## config.mk

```make
export PLATFORM = sky130hd
export DESIGN_NAME = dram0_bank_initiator_flat
export DESIGN_NICKNAME = d
export VERILOG_FILES = /design/src/rtl/dram0_bank_initiator_if.sv /design/src/rtl/dram0_bank_initiator.sv /design/src/flat_wrapper.sv
export SDC_FILE = /design/constraint.sdc
export NUM_CORES = 1
export LEC_CHECK = 0
export ABC_AREA = 0
export BUFFER_PORTS_ARGS = -buffer_cell sky130_fd_sc_hd__buf_4
export CAP_MARGIN = 20
export CORE_AREA = 5 5 177 179
export CTS_CLUSTER_DIAMETER = 100
export CTS_CLUSTER_SIZE = 40
export DETAILED_ROUTE_END_ITERATION = 6
export DIE_AREA = 0 0 182 184
export HOLD_SLACK_MARGIN = 0.12
export PLACE_DENSITY = 0.74
export SKIP_LAST_GASP = 1
export SYNTH_ARGS = -nofsm -noshare
export SYNTH_HDL_FRONTEND = slang
export SYNTH_SLANG_ARGS = --single-unit
```

## constraint.sdc

```tcl
create_clock -name CLK -period 9.3 [get_ports CLK]
set_input_delay 0 -clock CLK [delete_from_list [all_inputs] [get_ports CLK]]
set_output_delay 0 -clock CLK [all_outputs]
set_load 0.005 [all_outputs]
```

## src/rtl/dram0_bank_initiator_if.sv

```systemverilog
// Request/response stream bundle and two-bank DataRAM0 port bundle used by dram0_bank_initiator.
interface dram0_req_if #(
    parameter int unsigned AW = 15,
    parameter int unsigned DW = 64,
    parameter int unsigned BW = 8
);
    logic          req_valid;
    logic          req_ready;
    logic          req_write;
    logic [AW-1:0] req_addr;
    logic [BW-1:0] req_byte_en;
    logic [DW-1:0] req_wdata;
    logic          rsp_valid;
    logic          rsp_ready;
    logic [DW-1:0] rsp_data;

    modport master (
        output req_valid, req_write, req_addr, req_byte_en, req_wdata, rsp_ready,
        input  req_ready, rsp_valid, rsp_data
    );
    modport slave (
        input  req_valid, req_write, req_addr, req_byte_en, req_wdata, rsp_ready,
        output req_ready, rsp_valid, rsp_data
    );
endinterface

interface dram0_mem_if #(
    parameter int unsigned AW = 15,
    parameter int unsigned DW = 64,
    parameter int unsigned BW = 8
);
    logic [AW-2:0] DRam0AddrB0;
    logic [AW-2:0] DRam0AddrB1;
    logic          DRam0EnB0;
    logic          DRam0EnB1;
    logic          DRam0WrB0;
    logic          DRam0WrB1;
    logic [BW-1:0] DRam0ByteEnB0;
    logic [BW-1:0] DRam0ByteEnB1;
    logic [DW-1:0] DRam0WrDataB0;
    logic [DW-1:0] DRam0WrDataB1;
    logic          DRam0BusyB0;
    logic          DRam0BusyB1;
    logic [DW-1:0] DRam0DataB0;
    logic [DW-1:0] DRam0DataB1;

    modport master (
        output DRam0AddrB0, DRam0AddrB1, DRam0EnB0, DRam0EnB1, DRam0WrB0, DRam0WrB1,
               DRam0ByteEnB0, DRam0ByteEnB1, DRam0WrDataB0, DRam0WrDataB1,
        input  DRam0BusyB0, DRam0BusyB1, DRam0DataB0, DRam0DataB1
    );
    modport slave (
        input  DRam0AddrB0, DRam0AddrB1, DRam0EnB0, DRam0EnB1, DRam0WrB0, DRam0WrB1,
               DRam0ByteEnB0, DRam0ByteEnB1, DRam0WrDataB0, DRam0WrDataB1,
        output DRam0BusyB0, DRam0BusyB1, DRam0DataB0, DRam0DataB1
    );
endinterface

```

## src/rtl/dram0_bank_initiator.sv

```systemverilog
// Steers a valid/ready request stream onto the two DataRAM0 banks and returns read data
// in order through a credit-protected response FIFO.
module dram0_bank_initiator #(
    parameter int unsigned AW        = 15,
    parameter int unsigned DW        = 64,
    parameter int unsigned BW        = 8,
    parameter int unsigned RSP_DEPTH = 4
) (
    input  logic        CLK,
    input  logic        BReset,
    dram0_req_if.slave  req,
    dram0_mem_if.master mem
);
    localparam int unsigned PW = (RSP_DEPTH > 1) ? $clog2(RSP_DEPTH) : 1;
    localparam int unsigned CW = $clog2(RSP_DEPTH + 3);

    logic          s1_q, s2_q, t1_q, t2_q;
    logic [DW-1:0] fifo_q [RSP_DEPTH];
    logic [PW-1:0] wr_ptr_q, wr_ptr_d;
    logic [PW-1:0] rd_ptr_q, rd_ptr_d;
    logic [CW-1:0] count_q, count_d;

    logic          bank;
    logic [AW-2:0] row;
    logic [CW-1:0] outstanding;
    logic          credit_ok;
    logic          busy_sel;
    logic          en;
    logic          accept;
    logic          push;
    logic          pop;
    logic [DW-1:0] push_data;

    // Credit ignores a same-cycle pop so the FIFO can never be over-subscribed.
    assign bank        = req.req_addr[0];
    assign row         = req.req_addr[AW-1:1];
    assign outstanding = CW'(s1_q) + CW'(s2_q) + count_q;
    assign credit_ok   = req.req_write || (outstanding < CW'(RSP_DEPTH));
    assign busy_sel    = bank ? mem.DRam0BusyB1 : mem.DRam0BusyB0;
    assign en          = req.req_valid && credit_ok && !BReset;
    assign accept      = req.req_valid && req.req_ready;

    assign req.req_ready = credit_ok && !busy_sel && !BReset;

    assign mem.DRam0EnB0     = en && !bank;
    assign mem.DRam0EnB1     = en && bank;
    assign mem.DRam0AddrB0   = row;
    assign mem.DRam0AddrB1   = row;
    assign mem.DRam0WrB0     = req.req_write && !BReset;
    assign mem.DRam0WrB1     = req.req_write && !BReset;
    assign mem.DRam0ByteEnB0 = req.req_write ? req.req_byte_en : '0;
    assign mem.DRam0ByteEnB1 = req.req_write ? req.req_byte_en : '0;
    assign mem.DRam0WrDataB0 = req.req_wdata;
    assign mem.DRam0WrDataB1 = req.req_wdata;

    assign push      = s2_q;
    assign push_data = t2_q ? mem.DRam0DataB1 : mem.DRam0DataB0;
    assign pop       = req.rsp_ready && (count_q != '0);

    assign req.rsp_valid = (count_q != '0);
    assign req.rsp_data  = fifo_q[rd_ptr_q];

    // Two-stage tracker matching the memory's fixed read latency.
    always_ff @(posedge CLK or posedge BReset) begin
        if (BReset) begin
            s1_q <= 1'b0;
            s2_q <= 1'b0;
            t1_q <= 1'b0;
            t2_q <= 1'b0;
        end else begin
            s1_q <= accept && !req.req_write;
            t1_q <= bank;
            s2_q <= s1_q;
            t2_q <= t1_q;
        end
    end

    always_comb begin
        wr_ptr_d = wr_ptr_q;
        rd_ptr_d = rd_ptr_q;
        count_d  = count_q;
        if (push) begin
            wr_ptr_d = (wr_ptr_q == PW'(RSP_DEPTH - 1)) ? '0 : wr_ptr_q + PW'(1);
        end
        if (pop) begin
            rd_ptr_d = (rd_ptr_q == PW'(RSP_DEPTH - 1)) ? '0 : rd_ptr_q + PW'(1);
        end
        case ({push, pop})
            2'b10:   count_d = count_q + CW'(1);
            2'b01:   count_d = count_q - CW'(1);
            default: count_d = count_q;
        endcase
    end

    // Storage is cleared too so the head reads zero out of reset.
    always_ff @(posedge CLK or posedge BReset) begin
        if (BReset) begin
            wr_ptr_q <= '0;
            rd_ptr_q <= '0;
            count_q  <= '0;
            for (int unsigned i = 0; i < RSP_DEPTH; i++) begin
                fifo_q[i] <= '0;
            end
        end else begin
            wr_ptr_q <= wr_ptr_d;
            rd_ptr_q <= rd_ptr_d;
            count_q  <= count_d;
            if (push) begin
                fifo_q[wr_ptr_q] <= push_data;
            end
        end
    end

    push_when_full_a: assert property (@(posedge CLK) disable iff (BReset)
        !(push && (count_q == CW'(RSP_DEPTH))));

endmodule
```

## src/flat_wrapper.sv

```systemverilog
// flat-port wrapper written by rule: the top's interface ports become plain ports
module dram0_bank_initiator_flat 
#(
    parameter int unsigned AW        = 15,
    parameter int unsigned DW        = 64,
    parameter int unsigned BW        = 8,
    parameter int unsigned RSP_DEPTH = 4
)
  (CLK, BReset, req_req_valid, req_req_write, req_req_addr, req_req_byte_en, req_req_wdata, req_rsp_ready, req_req_ready, req_rsp_valid, req_rsp_data, mem_DRam0AddrB0, mem_DRam0AddrB1, mem_DRam0EnB0, mem_DRam0EnB1, mem_DRam0WrB0, mem_DRam0WrB1, mem_DRam0ByteEnB0, mem_DRam0ByteEnB1, mem_DRam0WrDataB0, mem_DRam0WrDataB1, mem_DRam0BusyB0, mem_DRam0BusyB1, mem_DRam0DataB0, mem_DRam0DataB1);
  dram0_req_if #(.AW(AW), .DW(DW), .BW(BW)) req_i ();
  dram0_mem_if #(.AW(AW), .DW(DW), .BW(BW)) mem_i ();
  input  logic CLK;
  input  logic BReset;
  input wire logic [$bits(req_i.req_valid)-1:0] req_req_valid;
  input wire logic [$bits(req_i.req_write)-1:0] req_req_write;
  input wire logic [$bits(req_i.req_addr)-1:0] req_req_addr;
  input wire logic [$bits(req_i.req_byte_en)-1:0] req_req_byte_en;
  input wire logic [$bits(req_i.req_wdata)-1:0] req_req_wdata;
  input wire logic [$bits(req_i.rsp_ready)-1:0] req_rsp_ready;
  output wire logic [$bits(req_i.req_ready)-1:0] req_req_ready;
  output wire logic [$bits(req_i.rsp_valid)-1:0] req_rsp_valid;
  output wire logic [$bits(req_i.rsp_data)-1:0] req_rsp_data;
  output wire logic [$bits(mem_i.DRam0AddrB0)-1:0] mem_DRam0AddrB0;
  output wire logic [$bits(mem_i.DRam0AddrB1)-1:0] mem_DRam0AddrB1;
  output wire logic [$bits(mem_i.DRam0EnB0)-1:0] mem_DRam0EnB0;
  output wire logic [$bits(mem_i.DRam0EnB1)-1:0] mem_DRam0EnB1;
  output wire logic [$bits(mem_i.DRam0WrB0)-1:0] mem_DRam0WrB0;
  output wire logic [$bits(mem_i.DRam0WrB1)-1:0] mem_DRam0WrB1;
  output wire logic [$bits(mem_i.DRam0ByteEnB0)-1:0] mem_DRam0ByteEnB0;
  output wire logic [$bits(mem_i.DRam0ByteEnB1)-1:0] mem_DRam0ByteEnB1;
  output wire logic [$bits(mem_i.DRam0WrDataB0)-1:0] mem_DRam0WrDataB0;
  output wire logic [$bits(mem_i.DRam0WrDataB1)-1:0] mem_DRam0WrDataB1;
  input wire logic [$bits(mem_i.DRam0BusyB0)-1:0] mem_DRam0BusyB0;
  input wire logic [$bits(mem_i.DRam0BusyB1)-1:0] mem_DRam0BusyB1;
  input wire logic [$bits(mem_i.DRam0DataB0)-1:0] mem_DRam0DataB0;
  input wire logic [$bits(mem_i.DRam0DataB1)-1:0] mem_DRam0DataB1;
  assign req_i.req_valid = req_req_valid;
  assign req_i.req_write = req_req_write;
  assign req_i.req_addr = req_req_addr;
  assign req_i.req_byte_en = req_req_byte_en;
  assign req_i.req_wdata = req_req_wdata;
  assign req_i.rsp_ready = req_rsp_ready;
  assign req_req_ready = req_i.req_ready;
  assign req_rsp_valid = req_i.rsp_valid;
  assign req_rsp_data = req_i.rsp_data;
  assign mem_DRam0AddrB0 = mem_i.DRam0AddrB0;
  assign mem_DRam0AddrB1 = mem_i.DRam0AddrB1;
  assign mem_DRam0EnB0 = mem_i.DRam0EnB0;
  assign mem_DRam0EnB1 = mem_i.DRam0EnB1;
  assign mem_DRam0WrB0 = mem_i.DRam0WrB0;
  assign mem_DRam0WrB1 = mem_i.DRam0WrB1;
  assign mem_DRam0ByteEnB0 = mem_i.DRam0ByteEnB0;
  assign mem_DRam0ByteEnB1 = mem_i.DRam0ByteEnB1;
  assign mem_DRam0WrDataB0 = mem_i.DRam0WrDataB0;
  assign mem_DRam0WrDataB1 = mem_i.DRam0WrDataB1;
  assign mem_i.DRam0BusyB0 = mem_DRam0BusyB0;
  assign mem_i.DRam0BusyB1 = mem_DRam0BusyB1;
  assign mem_i.DRam0DataB0 = mem_DRam0DataB0;
  assign mem_i.DRam0DataB1 = mem_DRam0DataB1;
  dram0_bank_initiator #(.AW(AW), .DW(DW), .BW(BW), .RSP_DEPTH(RSP_DEPTH)) u_core (.CLK(CLK), .BReset(BReset), .req(req_i), .mem(mem_i));
endmodule
```

After elaboration in Yosys (flattened, before gate mapping)
Index checks and enable logic that the tools add are counted.
- RAM bits: 0
- bits in registers: 267
- bits in latches: 0
- output and inout bits: 242
- ROM bits: 0
- memories kept: 0
- logic and storage cells: 57
- input port bits: 222
- bitwise gates (word level): 2
- multiply operators: 0
- mux-type cells: 12
- $lt $le $gt $ge: 4
- equal/unequal tests: 4
- shift operators: 0
- reduce and logical (&&, ||, !) cells: 18
- div/mod/pow operators: 0
- $add $sub $neg: 6
- operator list (operator ; count):
    $bwmux W256 ; 1
    $mux W64 ; 4
    $bmux W64 S2 ; 1
    $demux W64 S2 ; 1
    $logic_and A1 B1 Y1 ; 11
    $mux W8 ; 1
    $eq A2 B2 Y1 const B ; 3
    $ge A3 B3 Y1 const B ; 2
    $not A2 Y3 ; 2
    $pmux W3 S2 ; 1
    $add A2 B1 Y2 const B ; 2
    $logic_not A1 Y1 ; 4
    $mux W2 ; 2
    $add A3 B1 Y3 const B ; 1
    $add A3 B3 Y3 ; 1
    $lt A3 B1 Y1 const B ; 1
    $lt A3 B3 Y1 const B ; 1
    $reduce_bool A3 Y1 ; 1
    $sub A3 B1 Y3 const B ; 1
    $add A1 B1 Y2 ; 1
    $eq A2 B1 Y1 const B ; 1
    $reduce_bool A2 Y1 ; 1
    $logic_or A1 B1 Y1 ; 1
    $mux W1 ; 1

Depth between registers and ports, before layout
- word-level depth: 8
- depth in mapped cells: 9
- mapped depth without buffers: 9

Worst setup path before layout
OpenSTA, ideal clock, no wires.
- kind: reg-to-reg
- start point: reg u_core.count_q[0]
- end point: reg u_core.count_q[2]
- slack: 7.441 ns
- library setup time: 0.125 ns
- data required time: 9.175 ns
- buffers on the path: 0
- period minus slack after synthesis: 1.859 ns
- arrival time: 1.733 ns
- stages on the path, launching flop included: 10
- cells stage by stage: dfrtp_1 or3_4 nand2_1 inv_1 ha_1 inv_1 fa_1 xor2_1 nor2_1 xor2_1
- word-level cells in the longest chain between the ends: 4
- elaborated cells on any way between the ends: 8
- classes of those cells: add/sub (2); eq/ne (2); mux (1); reduce/logical (3)
- RTL lines (element ; line ; text):
    start, declared ; dram0_bank_initiator.sv:21 ; logic [CW-1:0] count_q, count_d;
    start signal, assigned ; dram0_bank_initiator.sv:107 ; count_q <= count_d;
    $reduce_bool A3 Y1 (*) ; - ;
    net req_rsp_valid ; flat_wrapper.sv:21 ; output wire logic [$bits(req_i.rsp_valid)-1:0] req_rsp_valid;
    $logic_and A1 B1 Y1 (*) ; dram0_bank_initiator.sv:58 ; assign pop = req.rsp_ready && (count_q != '0);
    $eq A2 B1 Y1 / $eq A2 B2 Y1 (equally long branches) ; dram0_bank_initiator.sv:88 ; case ({push, pop})
    $pmux W3 S2 / $reduce_bool A2 Y1 (equally long branches) ; - ;
Mark *: on every way through the listed nets, which the timed path passes. The rest lies on a longest branch.
A chain may end at the register's enable or synchronous reset.

Final worst setup path
- start point: reg u_core.rd_ptr_q[1]
- end point: out req_rsp_data[1]
- word-level cells in the longest chain between the ends: 4
- RTL lines (element ; line ; text):
    start, declared ; dram0_bank_initiator.sv:20 ; logic [PW-1:0] rd_ptr_q, rd_ptr_d;
    start signal, assigned ; dram0_bank_initiator.sv:106 ; rd_ptr_q <= rd_ptr_d;
    $not A2 Y3 (implied by the code) ; dram0_bank_initiator.sv:61 ; assign req.rsp_data = fifo_q[rd_ptr_q];
    $bmux W64 S2 ; dram0_bank_initiator.sv:61 ;
    $mux W64 (implied by the code) (2 in series) ; dram0_bank_initiator.sv:61 ;
    end, declared ; flat_wrapper.sv:22 ; output wire logic [$bits(req_i.rsp_data)-1:0] req_rsp_data;
No other way between the ends. The select of a mux whose other input is x is not followed.

==> metrics <==
post-CTS sizing 0; CP arrival 2.81 ns; worst skew pair latency 0.50 ns; worst-path maximum fanout 37; Leak Pwr 6.48 nW; clk buf depth 3; Worst Min Path Start req_req_addr[0]; Non-Filler Instances 1818; I/O Buffers 229; Worst Hold End u_core.t1_q; Final Hold Vio Count 0; Pwr per Cell Area 233 mW/mm^2; mean post-synth cell area 11.0 sq um; GR Overflow Total 0; Yosys top cell by area dfrtp_1; vias in the first global route 10100; R2R setup slack 6.56 ns; outcome finished clean; Synth Register Bits 267; Synth top area share 50.6%; top-count cell post-synth dfrtp_1; chip width 182 um; total die area 0.0335 sq mm; detailed-route vias per instance roughly 5.2; Root Buffer clkbuf_16; Initial DRT Pass Iterations 5; Least-Margin Pin Slew 1.04 ns; DIE HEIGHT approximately 180 um; CTS sink cnt approximately 270; initial core utilization 44.9%; CP required 9.30 ns; Primary FF master, synth dfrtp_1; max-cap check violation count 0; placed cell count about 1600; Worst R2R Path Depth 4; Final nets 1657; Final setup viols 0; register area share after synthesis between 50% and 60%; Iteration-0 DRC Markers 604; min-delay worst type input port to register; row count 63; Routed Antenna Nets 0; GRT Total Usage 19.9%; CP Capture Type output port; final slew viol count 0; reg2reg end u_core.fifo_q[154]; Diodes inserted 0; largest net degree at the start of global routing 143; Syn Inst Count 1205; TritonCTS Buffers 11; Synth cell types 29; post-DP HPWL roughly 21000 um; period utilisation layout a little under a third; drt wl/cell ~19 um; Worst slew margin 30.7%; setup total negative slack 0 ns; Core Area ~0.029 sq mm; kind of critical path register to output port; Pwr Total roughly 3.8 mW; min Tclk post-route 2.81 ns; top post-synthesis cells by area dfrtp_1 51%, buf_4 12%, mux4_2 11%; asr flop ratio synth 100%; GPL Wtd Cong 0.751; Commonest cells post-synth 267 x dfrtp_1, 258 x nor2_1, 256 x a21oi_1, 203 x buf_4, 65 x mux2i_1; YS warnings 0; RSZ-0062 raised after global routing no; via total after detailed routing about 9500; first-pass GRT wire length around 54000 um; filler cell count in the final layout ~2400; Synth Cell Area 0.0132 sq mm; Worst R2R Start u_core.t2_q; syn_nets 1436; CTS tree built; cell depth of the worst hold path 2; number of synthesized flops with an enable pin 0; Peak VDD IR 0.000206 V; clk_skew 0.0369 ns; Total Wirelength 34500 um; area grow syn2layout 22.8%; IO Count approximately 460; share of layout cells above drive strength 1 23.0%; Worst-path clk slew 0.14 ns; CP Launch Type register; initial antenna violation count 0; H-tree levels 1; Remaining DRCs 0; Max Freq 356 MHz
-- cells by family after synthesis --
| kind of cell | synth area share (%) |
|---|---|
| AO/OA/AOI/OAI | 9.91 |
| XOR/XNOR | 0.199 |
| adder cells (fa/ha/maj) | 0.910 |
| buffers and inverters | 13.8 |
| flip-flops | 50.6 |
| multiplexers | 16.1 |
| AND/OR/NAND/NOR | 8.52 |
-- area by class of cell --
type	count	area, sq um	area share [%]
Inverter	8	37.5	0.232
Timing Repair Buffer	451	3940	24.3
Clock inverter	3	62.6	0.386
Sequential cell	267	6690	41.3
Multi-Input combinational cell	687	4720	29.1
Tap cell	390	488	3.01
Clock buffer	12	279	1.72
-- worst max path at each step --
| stage | startpoint | endpoint | cells after the start |
|---|---|---|---|
| final | u_core.rd_ptr_q[1] | req_rsp_data[1] | 3 |
| after detailed placement | u_core.rd_ptr_q[1] | req_rsp_data[7] | 3 |
| after global routing | u_core.rd_ptr_q[1] | req_rsp_data[4] | 3 |
| after floorplan | BReset | u_core.count_q[0] | 1 |
| after global placement | u_core.rd_ptr_q[1] | req_rsp_data[7] | 3 |
| after CTS | u_core.rd_ptr_q[1] | req_rsp_data[7] | 3 |
-- report_power, final --
group / switching (mW) / internal [mW]
Sequential: 0.250 / 1.53
Combinational: 0.593 / 0.801
Clock: 0.372 / 0.233
-- repair_timing --
item | 4_1_cts | 5_1_grt
hold buffers | 211 | 1
endpoints found under the hold margin | 558 | 42
setup buffers | 0 | 0
-- layout by cell type, fill, tap and decap left out, types with 2 or more instances in the layout --
cell type and count:
mux2i_1 65, ha_1 8, xor2_1 2, a21oi_1 256, and2_4 4, inv_1 7
dfrtp_4 3, o21ai_0 2, dfrtp_1 264, and2_1 9, mux4_2 64, mux2_2 3
nor2_1 258, nand2_1 2, nor3_1 3, clkbuf_16 11, dlygate4sd3_1 212, buf_4 238
-- critical path, stage by stage, from the launching register on --
cell,delay (ns)
dfrtp_4,0.80
buf_4,0.71
mux4_2,0.62
buf_4,0.16
-- per-stage QoR --
stage          hold WS (ns)  setup WS (ns)  cell area (sq um)  utilization [%]
2_1_floorplan        0.0314           1.95              13200                -
3_3_place_gp      0.0000507           6.97              13700             46.7
4_1_cts               0.161           6.40              16200             55.0
6_report              0.184           6.49              16200             55.1
5_1_grt               0.162           6.29              16200             55.1
3_5_place_dp      0.0000507           6.97              13700             46.7
-- sequential cells by signal, summed over array words and instances (netlist names) --
signal and flops:
u_core.s1_q 1, u_core.count_q 3, u_core.t2_q 1, u_core.rd_ptr_q 2
u_core.wr_ptr_q 2, u_core.t1_q 1, u_core.fifo_q 256, u_core.push 1
-- routing by layer --
layer	track usage [%]	wire length, um
met5	0	0
met4	4.77	785
met3	3.24	1930
met2	37.1	18900
met1	24.1	13000
Note: power is estimated with default switching activity, not from simulation.
